--- config.mk ---
export PLATFORM = sky130hd
export DESIGN_NAME = mem_access_ctrl_flat
export DESIGN_NICKNAME = d
export VERILOG_FILES = /design/src/rtl/mem_access_ctrl_if.sv /design/src/rtl/mem_access_ctrl.sv /design/src/flat_wrapper.sv
export SDC_FILE = /design/constraint.sdc
export NUM_CORES = 1
export LEC_CHECK = 0
export BUFFER_PORTS_ARGS = -buffer_cell sky130_fd_sc_hd__buf_2
export CAP_MARGIN = 10
export CORE_MARGIN = 2
export CORE_UTILIZATION = 44
export DETAILED_ROUTE_END_ITERATION = 8
export PLACE_DENSITY = 0.8
export SYNTH_ARGS = -nofsm -noshare
export SYNTH_HDL_FRONTEND = slang
export SYNTH_SLANG_ARGS = --single-unit
--- constraint.sdc ---
create_clock -name clk -period 2.3 [get_ports clk]
set_input_delay 0.46 -clock clk [delete_from_list [all_inputs] [get_ports clk]]
set_output_delay 0.46 -clock clk [all_outputs]
set_load 0.02 [all_outputs]
--- src/rtl/mem_access_ctrl_if.sv ---
`timescale 1ns/1ps
// ---------------------------------------------------------------------------
// mem_access_ctrl_if
//
// Handshaked data-memory bus between the memory-stage controller and the
// multi-cycle data memory. One request is outstanding at a time; the memory
// finishes it with a one-cycle mem_ack strobe.
//
// Signals:
//   mem_req    request valid, held until ack or abort (controller -> memory)
//   mem_we     1 = write, 0 = read                    (controller -> memory)
//   mem_addr   word address, AW bits                  (controller -> memory)
//   mem_wdata  store data                             (controller -> memory)
//   mem_rdata  load data, valid while mem_ack is high (memory -> controller)
//   mem_ack    one-cycle completion strobe            (memory -> controller)
//
// Modports:
//   master  the memory-stage controller
//   slave   the data memory
// ---------------------------------------------------------------------------
interface mem_access_ctrl_if #(
   parameter int AW = 8
) ();

   logic          mem_req;
   logic          mem_we;
   logic [AW-1:0] mem_addr;
   logic [31:0]   mem_wdata;
   logic [31:0]   mem_rdata;
   logic          mem_ack;

   modport master (
      output mem_req,
      output mem_we,
      output mem_addr,
      output mem_wdata,
      input  mem_rdata,
      input  mem_ack
   );

   modport slave (
      input  mem_req,
      input  mem_we,
      input  mem_addr,
      input  mem_wdata,
      output mem_rdata,
      output mem_ack
   );

endinterface

--- src/rtl/mem_access_ctrl.sv ---
`timescale 1ns/1ps
// ---------------------------------------------------------------------------
// mem_access_ctrl
//
// Memory-stage sequencer for the 32-bit pipeline. Takes the load/store held
// in the EX/MEM register, issues exactly one handshaked transaction to the
// multi-cycle data memory, stalls the upstream pipeline with freeze until the
// access has finished, and presents the last load result to MEM/WB.
//
// Parameters:
//   ADDR_BASE  byte address that maps to data-memory word 0
//   AW         word-address width driven to the memory
//   TIMEOUT    wait cycles allowed for mem_ack before the access is aborted
//
// Ports:
//   clk           clock
//   rst           synchronous, active-high reset
//   mem_r_en      load pending (EX/MEM)
//   mem_w_en      store pending (EX/MEM)
//   alu_res       effective byte address (EX/MEM)
//   st_val        store data (EX/MEM)
//   bus           memory bus, master side (registered request outputs)
//   freeze        combinational stall for all upstream pipeline registers
//   ld_data       last completed load result, held until the next one
//   access_done   one-cycle pulse when an access finishes (any outcome)
//   bus_err       one-cycle pulse when an access is aborted on timeout
//   misalign_err  one-cycle pulse when a misaligned access is dropped
// ---------------------------------------------------------------------------
module mem_access_ctrl #(
   parameter int ADDR_BASE = 1024,
   parameter int AW        = 8,
   parameter int TIMEOUT   = 255
) (
   input  logic                clk,
   input  logic                rst,
   input  logic                mem_r_en,
   input  logic                mem_w_en,
   input  logic [31:0]         alu_res,
   input  logic [31:0]         st_val,
   mem_access_ctrl_if.master   bus,
   output logic                freeze,
   output logic [31:0]         ld_data,
   output logic                access_done,
   output logic                bus_err,
   output logic                misalign_err
);

   // Counter wide enough to hold TIMEOUT-1; the abort fires on that value.
   localparam int            CW       = $clog2(TIMEOUT + 1);
   localparam logic [CW-1:0] CNT_LAST = CW'(TIMEOUT - 1);

   typedef enum logic [1:0] {
      IDLE = 2'd0,
      BUSY = 2'd1,
      DONE = 2'd2
   } state_t;

   state_t        state_q, state_d;
   logic [CW-1:0] cnt_q, cnt_d;
   logic          mem_req_q, mem_req_d;
   logic          mem_we_q, mem_we_d;
   logic [AW-1:0] mem_addr_q, mem_addr_d;
   logic [31:0]   mem_wdata_q, mem_wdata_d;
   logic [31:0]   ld_data_q, ld_data_d;
   logic          access_done_q, access_done_d;
   logic          bus_err_q, bus_err_d;
   logic          misalign_err_q, misalign_err_d;

   logic          acc;
   logic          misaligned;
   logic [31:0]   off;

   assign acc        = mem_r_en | mem_w_en;
   assign misaligned = |alu_res[1:0];
   // Wrapping offset from the mapped base; addresses below the base alias
   // into the top of the word space after truncation.
   assign off        = alu_res - 32'(ADDR_BASE);

   // Next-state, next-register and stall logic. Every pulse output is
   // registered on the edge that enters DONE, so it is visible during the
   // DONE cycle together with access_done.
   always_comb begin
      state_d        = state_q;
      cnt_d          = cnt_q;
      mem_req_d      = mem_req_q;
      mem_we_d       = mem_we_q;
      mem_addr_d     = mem_addr_q;
      mem_wdata_d    = mem_wdata_q;
      ld_data_d      = ld_data_q;
      access_done_d  = 1'b0;
      bus_err_d      = 1'b0;
      misalign_err_d = 1'b0;
      freeze         = 1'b0;

      case (state_q)
         IDLE: begin
            if (acc) begin
               freeze = 1'b1;
               if (misaligned) begin
                  state_d        = DONE;
                  access_done_d  = 1'b1;
                  misalign_err_d = 1'b1;
               end else begin
                  // A store takes priority when both enables are set.
                  state_d     = BUSY;
                  cnt_d       = '0;
                  mem_req_d   = 1'b1;
                  mem_we_d    = mem_w_en;
                  mem_addr_d  = AW'(off >> 2);
                  mem_wdata_d = st_val;
               end
            end
         end

         BUSY: begin
            freeze = 1'b1;
            // An ack on the last allowed wait cycle still completes normally.
            if (bus.mem_ack) begin
               state_d       = DONE;
               mem_req_d     = 1'b0;
               access_done_d = 1'b1;
               if (!mem_we_q) begin
                  ld_data_d = bus.mem_rdata;
               end
            end else if (cnt_q == CNT_LAST) begin
               state_d       = DONE;
               mem_req_d     = 1'b0;
               access_done_d = 1'b1;
               bus_err_d     = 1'b1;
            end else begin
               cnt_d = cnt_q + CW'(1);
            end
         end

         DONE: begin
            // The pipeline advances at this edge; the next instruction is
            // looked at in the following IDLE cycle.
            state_d = IDLE;
         end

         default: begin
            state_d = IDLE;
         end
      endcase

      // The stall must never hold the pipeline while it is being reset.
      if (rst) begin
         freeze = 1'b0;
      end
   end

   // State and output registers with synchronous reset.
   always_ff @(posedge clk) begin
      if (rst) begin
         state_q        <= IDLE;
         cnt_q          <= '0;
         mem_req_q      <= 1'b0;
         mem_we_q       <= 1'b0;
         mem_addr_q     <= '0;
         mem_wdata_q    <= '0;
         ld_data_q      <= '0;
         access_done_q  <= 1'b0;
         bus_err_q      <= 1'b0;
         misalign_err_q <= 1'b0;
      end else begin
         state_q        <= state_d;
         cnt_q          <= cnt_d;
         mem_req_q      <= mem_req_d;
         mem_we_q       <= mem_we_d;
         mem_addr_q     <= mem_addr_d;
         mem_wdata_q    <= mem_wdata_d;
         ld_data_q      <= ld_data_d;
         access_done_q  <= access_done_d;
         bus_err_q      <= bus_err_d;
         misalign_err_q <= misalign_err_d;
      end
   end

   assign bus.mem_req   = mem_req_q;
   assign bus.mem_we    = mem_we_q;
   assign bus.mem_addr  = mem_addr_q;
   assign bus.mem_wdata = mem_wdata_q;
   assign ld_data       = ld_data_q;
   assign access_done   = access_done_q;
   assign bus_err       = bus_err_q;
   assign misalign_err  = misalign_err_q;

endmodule

--- src/flat_wrapper.sv ---
// flat-port wrapper written by rule: the top's interface ports become plain ports
module mem_access_ctrl_flat 
#(
   parameter int ADDR_BASE = 1024,
   parameter int AW        = 8,
   parameter int TIMEOUT   = 255
)
  (clk, rst, mem_r_en, mem_w_en, alu_res, st_val, freeze, ld_data, access_done, bus_err, misalign_err, bus_mem_req, bus_mem_we, bus_mem_addr, bus_mem_wdata, bus_mem_rdata, bus_mem_ack);
  mem_access_ctrl_if #(.AW(AW)) bus_i ();
  input  logic clk;
  input  logic rst;
  input  logic mem_r_en;
  input  logic mem_w_en;
  input  logic [31:0] alu_res;
  input  logic [31:0] st_val;
  output logic freeze;
  output logic [31:0] ld_data;
  output logic access_done;
  output logic bus_err;
  output logic misalign_err;
  output wire logic [$bits(bus_i.mem_req)-1:0] bus_mem_req;
  output wire logic [$bits(bus_i.mem_we)-1:0] bus_mem_we;
  output wire logic [$bits(bus_i.mem_addr)-1:0] bus_mem_addr;
  output wire logic [$bits(bus_i.mem_wdata)-1:0] bus_mem_wdata;
  input wire logic [$bits(bus_i.mem_rdata)-1:0] bus_mem_rdata;
  input wire logic [$bits(bus_i.mem_ack)-1:0] bus_mem_ack;
  assign bus_mem_req = bus_i.mem_req;
  assign bus_mem_we = bus_i.mem_we;
  assign bus_mem_addr = bus_i.mem_addr;
  assign bus_mem_wdata = bus_i.mem_wdata;
  assign bus_i.mem_rdata = bus_mem_rdata;
  assign bus_i.mem_ack = bus_mem_ack;
  mem_access_ctrl #(.ADDR_BASE(ADDR_BASE), .AW(AW), .TIMEOUT(TIMEOUT)) u_core (.clk(clk), .rst(rst), .mem_r_en(mem_r_en), .mem_w_en(mem_w_en), .alu_res(alu_res), .st_val(st_val), .bus(bus_i), .freeze(freeze), .ld_data(ld_data), .access_done(access_done), .bus_err(bus_err), .misalign_err(misalign_err));
endmodule
### After elaboration in Yosys (flattened, before gate mapping)

Index checks and enable logic that the tools add are counted.
W data, S select, Z words.

* $add $sub $neg: 2
* bitwise logic cells: 5
* eq/ne operators: 7
* multiplexer cells: 23
* reduce and logical (&&, ||, !) cells: 10

Operator list (number)
* $mux W8: 4
* $pmux W8 S2: 1
* $mux W1: 10
* $sub A10 B1 Y10 const B: 1
* $add A8 B1 Y8 const B: 1
* $eq A8 B8 Y1 const B: 1
* $mux W2: 4
* $ne A2 B2 Y1 const B: 3
* $pmux W1 S2: 3
* $reduce_and A3 Y1: 2
* $reduce_and A5 Y1: 1
* $not A1 Y1: 4
* $pmux W2 S2: 1
* $reduce_and A4 Y1: 1
* $reduce_or A2 Y1: 2
* $ne A3 B2 Y1 const B: 1
* $reduce_or A3 Y1: 1
* $eq A2 B1 Y1 const B: 1
* $logic_not A2 Y1: 1
* $ne A2 B1 Y1 const B: 1
* $reduce_and A2 Y1: 1
* $reduce_bool A2 Y1: 1
* $or A1 B1 Y1: 1

* logic and storage cells: 57
* output and inout port bits: 78
* flip-flop bits (word level): 87

### Depth between registers and ports, before layout

Gate-level depths: netlist of run 1.

* word-level depth: 4
* mapped depth: 7
* mapped depth without buffers: 6

### Worst setup path before layout of run 1

OpenSTA, ideal clock, no wires.

* path type: input-to-output
* from: in rst
* to: out freeze
* stages on the path: 3
* data required time: 1.840 ns
* arrival time: 1.342 ns
* path slack: 0.498 ns
* cells stage by stage: clkbuf_1 > clkbuf_1 > nor3_1

* cells in the longest elaborated chain, start to end: 1

Ends and longest elaborated chain
* start, declared: line flat_wrapper.sv:11 `input logic rst;`
* $mux W1: line mem_access_ctrl.sv:147 `if (rst) begin`
* end, declared: line flat_wrapper.sv:16 `output logic freeze;`

No other way between the ends.

### Worst setup path after layout of run 1

* from: reg u_core.cnt_q[0]
* to: reg u_core.cnt_q[3]

* cells in the longest elaborated chain, start to end: 4

Ends and longest elaborated chain
* start, declared: line mem_access_ctrl.sv:59 `logic [CW-1:0] cnt_q, cnt_d;`
* start signal, assigned: line mem_access_ctrl.sv:167 `cnt_q <= cnt_d;`
* $add A8 B1 Y8: line mem_access_ctrl.sv:131 `cnt_d = cnt_q + CW'(1);`
* $mux W8: line mem_access_ctrl.sv:125 `end else if (cnt_q == CNT_LAST) begin`
* $mux W8: line mem_access_ctrl.sv:118 `if (bus.mem_ack) begin`
* $pmux W8 S2: line mem_access_ctrl.sv:95 `case (state_q)`

Several ways; a longest one is shown, not always the timed one. The select of a mux whose other input is x is not followed.
A chain may end at the register's enable or synchronous reset.

==> metrics.md, run 1 <==
| Metric | Value |
|---|---|
| Post-route ant nets | `0` |
| Post-synth top area share | `54.7%` |
| Synth cell types | `35` |
| Maximum VDD drop | `0.000491 V` |
| Share of cells above drive strength 1 | `around 33%` |
| Routability cong. | `approximately 0.87` |
| Min cycle time layout | `1720 ps` |
| Global route total overflow | `0` |
| Clk_skew | `7.78 ps` |
| Unrepaired setup endpoints after global routing | `no` |
| Crit share post-route | `between 70 and 80%` |
| CTS resizes | `0` |
| Ant diodes | `0` |
| Min-Delay Path Class | `primary input to register` |
| # Post-CTS Setup Buffers | `0` |
| Simple logic cell fraction of the synthesized area | `approximately a quarter` |
| Synth Area in Adders | `0.786%` |
| Top delay family on crit path | `compound AO/OA/AOI/OAI gates` |
| Filler instances | `roughly 680` |
| Synth Area in Compound Gates | `15.6%` |
| Setup CP Type | `register to register` |
| Ports | `roughly 180` |
| WP buf/inv | `1` |
| Post-Synth XOR/XNOR Area | `0%` |
| Worst Path Arrival | `around 2000 ps` |
| Final Hold Fails | `0` |
| Mapped cell area | `3190 sq um` |
| DIE AREA | `7940 sq um` |
| Async SR Flop Fraction | `0%` |
| Die Height | `89.1 microns` |
| Die width | `89.1 microns` |
| Rows | `31` |
| Post-Syn Instances | `397` |
| Hold slack final | `346 ps` |
| DRT Wirelength | `7840 microns` |
| First-pass GRT wire length | `11,700 microns` |
| Largest net degree at the start of global routing | `about 40` |
| CTS Buf Count | `9` |
| Worst Setup Start Kind | `register` |
| Root Driver | `clkbuf_8` |
| Slew @ Worst Pin | `539 ps` |
| Slowest stage cell, crit path | `a211oi_1` |
| Area occupied by multi-input gates | `1330 sq um` |
| H-tree levels | `3` |
| Top_reg_cell synth | `dfxtp_1` |
| Core ar. | `7140 sq um` |
| DRC violations left | `0` |
| Gate power share | `11.2%` |
| Crit-path max FO | `4` |
| Port Buf Inserts | `156` |
| Post-DP HPWL | `roughly 5800 microns` |
| CTS max path bufs | `2` |
| Reg clk slew, reported paths | `80 ps` |
| Required @ worst endpoint | `around 2500 ps` |
| Max stage delay on crit path | `370 ps` |
| Max Slew Vio Count | `0` |
| P_leak | `0.00190 uW` |
| Skew-Pair Late Insertion Delay | `between 300 and 400 ps` |
| Rel. slew slack | `64.0%` |
| CP Cell Sequence | `inv_1, ha_1, and3_1, a211oi_1, nor3_1, a211o_1` |
| Gr usage total | `between 10% and 20%` |
| Initial drt markers | `about 100` |
| Syn nets | `500` |
| Switching Power | `707 uW` |
| Number of global-route vias before repair | `2,792` |
| Power per cell area | `670 nW/um^2` |
| Fmax | `0.582 GHz` |
| Ys Warns | `0` |
| CTS tree | `built` |
| #FFs+latches synth | `87` |
| Max cap viols | `0` |
| Status | `complete, no violations` |
| Area Growth Syn to Fin | `32.8%` |
| Clock power frac | `33.0%` |
| Sequential power share | `55.7%` |
| Sw Ratio | `roughly a quarter` |
| Internal Power | `2130 uW` |
| Synthesized area per cell | `between 8 and 9 sq um` |
| CTS sink cnt | `between 80 and 90` |
| Setup TNS | `0 ps` |
| FF+latch area | `about 1700 sq um` |
| Post-synth top area cell | `dfxtp_1` |
| Number of synthesized flops with an enable pin | `0` |
| Post-synthesis mux area share | `0.668%` |
| Initial antenna violation count | `0` |
| Crit end category | `register` |
| Drt first pass iters | `4` |
| WL per Instance | `12.0 microns` |
| Hold_buf cts | `0` |
| Initial Utilization | `44.6%` |
| Sequential share of the synthesized area | `54.7%` |
| Leading post-synthesis cells by cell area | `dfxtp_1 (55%), nand2_1 (18%), a21oi_1 (12%), clkbuf_1 (1.9%), nor2_1 (1.2%)` |
| Nets | `between 600 and 700` |
| Final setup vio count | `0` |
| Avg Vias per Cell | `approximately 4.9` |
| Routed via count | `roughly 3.2k` |
| Largest family of logic cells by synthesized area | `simple AND/OR/NAND/NOR gates` |
-- flip-flops by register name, summed over array words and instances, names as in the netlist --
signal and cells:
u_core.state_q 2, u_core.bus.mem_addr 8, u_core.access_done 1, u_core.bus.mem_wdata 32, u_core.misalign_err 1, u_core.cnt_q 8, u_core.ld_data 32, u_core.bus.mem_we 1
u_core.bus.mem_req 1, u_core.bus_err 1
-- metrics by stage --
step | utilization, % | instance area (sq um) | total power [uW] | cells | setup WS, ps
after floorplan | - | 3190 | 1790 | 397 | 498
after global placement | 56.8 | 4050 | 1930 | 636 | 612
after detailed placement | 56.8 | 4050 | 1930 | 636 | 550
after CTS | 59.3 | 4230 | 2880 | 652 | 572
after global routing | 59.3 | 4230 | 2970 | 652 | 455
final | 59.3 | 4230 | 2830 | 652 | 581
-- metal layers --
layer,GRT usage (%),share of wire (%),vias to the layer above
met4,10.0,2.2,0
met1,21.5,42,1449
li1,-,-,1618
met3,3.51,6.5,14
met5,0,0,-
met2,32.7,50,111
-- worst register-to-register path, stage by stage, from the launching register on --
cell	delay (ps)
dfxtp_1	360
inv_1	70
ha_1	190
and3_1	210
a211oi_1	370
nor3_1	110
a211o_1	300
-- power groups by stage --
stage / Combinational [uW] / Sequential, uW / Clock, uW
floorplan: 126 / 1670 / 0
global placement: 314 / 1610 / 0
detailed placement: 320 / 1620 / 0
CTS: 321 / 1580 / 981
global route: 350 / 1590 / 1040
finish: 318 / 1580 / 936
-- worst paths after layout --
check                                             start                               endpoint  slack, ps  cells after the start
hold / removal                                st_val[0]   u_core.bus.mem_wdata[0]$_SDFFE_PP0P_        350                      3
setup reg to reg           u_core.cnt_q[0]$_SDFFE_PP0P_           u_core.cnt_q[3]$_SDFFE_PP0P_        580                      6
hold reg to reg   u_core.bus.mem_wdata[27]$_SDFFE_PP0P_  u_core.bus.mem_wdata[27]$_SDFFE_PP0P_        450                      2
setup / recovery           u_core.cnt_q[0]$_SDFFE_PP0P_           u_core.cnt_q[3]$_SDFFE_PP0P_        580                      6
-- logic make-up (layout without fill, tap and decap cells) --
| group | after synthesis | in the layout |
|---|---|---|
| buf+inv | 27 | 183 |
| flops | 87 | 87 |
| mux | 2 | 2 |
| compound gates | 94 | 94 |
| simple gates | 185 | 185 |
| fa+ha+maj | 2 | 2 |
-- cell type report --
type	instances	share of cell area, %
timing repair buffer	165	20.1
clock inverter	3	0.414
multi-input combinational	283	31.5
clock buffer	13	3.76
sequential	87	41.2
inverter	2	0.178
tap	99	2.93
-- cells in the final DEF, fill, tap and decap left out, drive strengths merged, types with 2 or more instances in the layout --
master	n
nor2	10
clkinv	2
dfxtp	87
inv	2
nand3b	2
nor4	2
nand3	4
o21ai	6
and3	4
clkbuf	13
a31oi	5
nor3	5
nand2	151
buf	165
a21oi	76
ha	2
-- cell usage after synthesis (4+ instances only) --
library cell,instances
a31oi_1,5
buf_4,4
dfxtp_1,87
nor3_1,5
nand2_1,151
clkbuf_1,16
nand3_1,4
and3_1,4
nor2_1,10
o21ai_0,5
a21oi_1,76
buf_2,4
Note: power is estimated with default switching activity, not from simulation.
==> inputs of run 2 (changes only) <==
--- a/config.mk
+++ b/config.mk
@@ -5,12 +5,13 @@
 export SDC_FILE = /design/constraint.sdc
 export NUM_CORES = 1
 export LEC_CHECK = 0
+export ABC_AREA = 1
 export BUFFER_PORTS_ARGS = -buffer_cell sky130_fd_sc_hd__buf_2
 export CAP_MARGIN = 10
 export CORE_MARGIN = 2
 export CORE_UTILIZATION = 44
 export DETAILED_ROUTE_END_ITERATION = 8
-export PLACE_DENSITY = 0.8
+export PLACE_DENSITY = 0.79
 export SYNTH_ARGS = -nofsm -noshare
 export SYNTH_HDL_FRONTEND = slang
 export SYNTH_SLANG_ARGS = --single-unit
==> constraint.sdc (replaced) <==
create_clock -name clk -period 1.6 [get_ports clk]
set_input_delay 0.32 -clock clk [delete_from_list [all_inputs] [get_ports clk]]
set_output_delay 0.32 -clock clk [all_outputs]
set_load 0.02 [all_outputs]
==> run 2 against run 1 <==
  * Cell count rose by 4.3%
  * Register-to-register slack worse by 420 ps
  * Via count rose by 2.0%
==> metrics.md, run 2 <==
| Metric | Value |
|---|---|
| Crit-path max FO | `4 (unchanged)` |
| Unrepaired setup endpoints after global routing | `no` |
| Crit end category | `output port` |
| Ant diodes | `0 (unchanged)` |
| Top_reg_cell synth | `dfxtp_1` |
| R2R Setup Slk | `160 ps (-420 ps)` |
| Mapped cell area | `3330 sq um (+4.7%)` |
| Syn nets | `532 (+6.4%)` |
| Async SR Flop Fraction | `0% (unchanged)` |
| Drt first pass iters | `4 (unchanged)` |
| Slew @ Worst Pin | `328 ps (-211 ps)` |
| H-tree levels | `3 (unchanged)` |
| Required @ worst endpoint | `1280 ps (-1250 ps)` |
| Post-Syn Instances | `429 (+8.1%)` |
| Post-synth top cells | `nand2_1 (104), dfxtp_1 (87), nor2_1 (82)` |
| Die Height | `91.1 microns (+2.2%)` |
| Status | `complete, no violations` |
| Most common library cell in the layout ignoring fill and taps | `buf_2` |
| CTS sink cnt | `87 (unchanged)` |
| Power per cell area | `1010 nW/um^2 (+50%)` |
| Skew-Pair Late Insertion Delay | `340 ps (about the same)` |
| Area Growth Syn to Fin | `30.4%` |
| DRC violations left | `0 (unchanged)` |
| Hold Path Origin | `bus_mem_ack` |
| Post-synth top area share | `52.2% (-2.4 points)` |
| Setup CP Type | `register to output port` |
| DIE AREA | `8290 sq um (+4.5%)` |
| Post-Place Cells | `664 (+4.4%)` |
| Global route total overflow | `0 (unchanged)` |
| Post-route ant nets | `0 (unchanged)` |
| Hold Path Depth | `2 (-1)` |
| Routed via count | `3,256 (+2.0%)` |
| Worst Path Arrival | `1200 ps (-750 ps)` |
| Min cycle time layout | `1520 ps` |
| Setup TNS | `0 ps (unchanged)` |
| Rel. slew slack | `78.1% (+14 points)` |
| Most frequent cells in the layout | `buf_2 (155), nand2_1 (104), dfxtp_1 (85)` |
| #FFs+latches synth | `87 (unchanged)` |
| Hold_buf cts | `0 (unchanged)` |
| Tot Pwr | `4370 uW (+54%)` |
| Clk_skew | `11.4 ps (+3.60 ps)` |
| Initial drt markers | `117 (+18%)` |
| Final Hold Fails | `0 (unchanged)` |
| Worst Setup Start Kind | `register` |
| Maximum VDD drop | `0.000569 V (+16%)` |
| First-pass GRT wire length | `13,200 microns (+13%)` |
| Gr usage total | `18.9% (+0.26 points)` |
| RR Endpoint | `u_core.cnt_q[4]$_SDFFE_PP0P_` |
| WL per Instance | `11.6 microns (-3.5%)` |
| Share of cells above drive strength 1 | `33.9% (+0.63 points)` |
| FF+latch area | `1740 sq um (+0.14%)` |
| Hold slack final | `185 ps (-161 ps)` |
| P_leak | `0.00200 uW (+5.2%)` |
| Worst Hold End | `u_core.bus_err$_SDFF_PP0_` |
| Ports | `179 (unchanged)` |
| Post-place setup slack | `28.7 ps (-521 ps)` |
| Filler instances | `690 (+1.8%)` |
| Most common cell in the netlist | `nand2_1` |
| Nets | `679 (+4.3%)` |
| Crit share post-route | `95.1%` |
| # Post-CTS Setup Buffers | `0 (unchanged)` |
| Worst setup startpoint | `u_core.state_q[0]$_SDFFE_PP0P_` |
| Setup WS post-layout | `77.8 ps (-504 ps)` |
| Synthesized area per cell | `7.77 sq um (-3.1%)` |
| Die width | `91.1 microns (+2.2%)` |
| Initial Utilization | `45.7% (+1.1 points)` |
| Avg Vias per Cell | `4.79 (-2.2%)` |
| Area occupied by multi-input gates | `1360 sq um (+2.2%)` |
| Fmax | `roughly 0.66 GHz` |
| Number of global-route vias before repair | `3,089 (+11%)` |
| Largest net degree at the start of global routing | `42 (+2.4%)` |
| Final setup vio count | `0 (unchanged)` |
| Initial antenna violation count | `0 (unchanged)` |
| CTS max path bufs | `2 (unchanged)` |
| Reg2Reg Depth | `10 (+4)` |
| Rows | `31 (unchanged)` |
| Reg clk slew, reported paths | `80 ps (about the same)` |
| CTS Buf Count | `9 (unchanged)` |
| Core ar. | `7290 sq um (+2.2%)` |
| Worst flop-to-flop path startpoint | `u_core.cnt_q[0]$_SDFFE_PP0P_` |
| Non-Filler Instances | `680 (+4.3%)` |
| Sequential share of the synthesized area | `52.2% (-2.4 points)` |
| Routability cong. | `0.842 (-3.2%)` |
| Synth cell types | `26 (-26%)` |
| Max cap viols | `0 (unchanged)` |
| Ys Warns | `0 (unchanged)` |
| Max Slew Vio Count | `0 (unchanged)` |
| Leading post-synthesis cells by cell area | `dfxtp_1 (52%), nand2_1 (12%), nor2_1 (9.2%), a21oi_1 (7.7%), o21ai_0 (4.7%)` |
| Root Driver | `clkbuf_8` |
| Post-synth top area cell | `dfxtp_1` |
| Number of synthesized flops with an enable pin | `0 (unchanged)` |
| Port Buf Inserts | `156 (unchanged)` |
| DRT Wirelength | `7890 microns (+0.64%)` |
| Min-Delay Path Class | `primary input to register` |
| CTS tree | `built` |
| Post-DP HPWL | `5640 microns (-2.1%)` |
## run 2: changes by cell type in the layout (fill, tap and decap cells not counted), sizes merged, moves of 3 or more
cell and delta:
nand2 -41, inv +15, nand3 +4, a31oi -5, and3 -4, a21oi -25, clkbuf -3, nor2 +77
o21ai +30, buf -4, nor3 -3
## run 2: layer usage
metal | track usage, % | vias to the layer above | wire (microns)
met5 | 0 | - | 0
met4 | 7.95 | 0 | 171
met3 | 4.07 | 15 | 629
met2 | 33.0 | 135 | 3630
met1 | 22.5 | 1446 | 3460
li1 | - | 1660 | -
## run 2: kinds of logic (layout without fill, tap and decap cells)
group	Yosys count	after routing	synth area share, %
flip-flops	87	87	52.2
adder cells (fa/ha/maj)	2	2	0.750
AND/OR/NAND/NOR	210	210	26.4
AO/OA/AOI/OAI	89	89	13.5
buffers and inverters	41	193	7.13
## run 2: how the worst max path moves through the flow
| stage | cells after the start | endpoint | slack (ps) |
|---|---|---|---|
| floorplan | 2 | freeze | 220 |
| global placement | 6 | u_core.ld_data[13]$_SDFFE_PP0P_ | 110 |
| detailed placement | 6 | u_core.ld_data[19]$_SDFFE_PP0P_ | 30 |
| CTS | 3 | freeze | 20 |
| global route | 3 | freeze | 9 |
| finish | 3 | freeze | 80 |
## run 2: power by group
group | internal (uW) | switching, uW | leakage, uW | total, uW
registers | 2250 | 46.7 | 0.000707 | 2300
logic | 217 | 340 | 0.00119 | 557
clock network | 769 | 750 | 0.0000989 | 1520
## run 2: area by class of cell
class,count,share of cell area [%]
well taps,99,2.85
inverters,16,1.55
clock inverters,6,1.55
flip-flops and latches,87,40.1
repair buffers,161,19.5
clock buffers,10,3.17
multi-input cells,301,31.3
## run 2: what timing repair did
| item | CTS | global route |
|---|---|---|
| endpoints found under the setup margin | 1 | 33 |
| hold endpoints to repair | 0 | 0 |
| gates resized for setup | 1 | 5 |
## run 2: critical path, cell delays in order, from the launching register on
cell,delay [ps]
dfxtp_2,380
inv_1,90
a211oi_2,220
buf_4,170
## run 2: metrics by stage
stage,instance area [sq um],util (%)
after floorplan,3330,-
after global placement,4130,56.6
after detailed placement,4130,56.6
after CTS,4340,59.5
after global routing,4350,59.6
final,4350,59.6
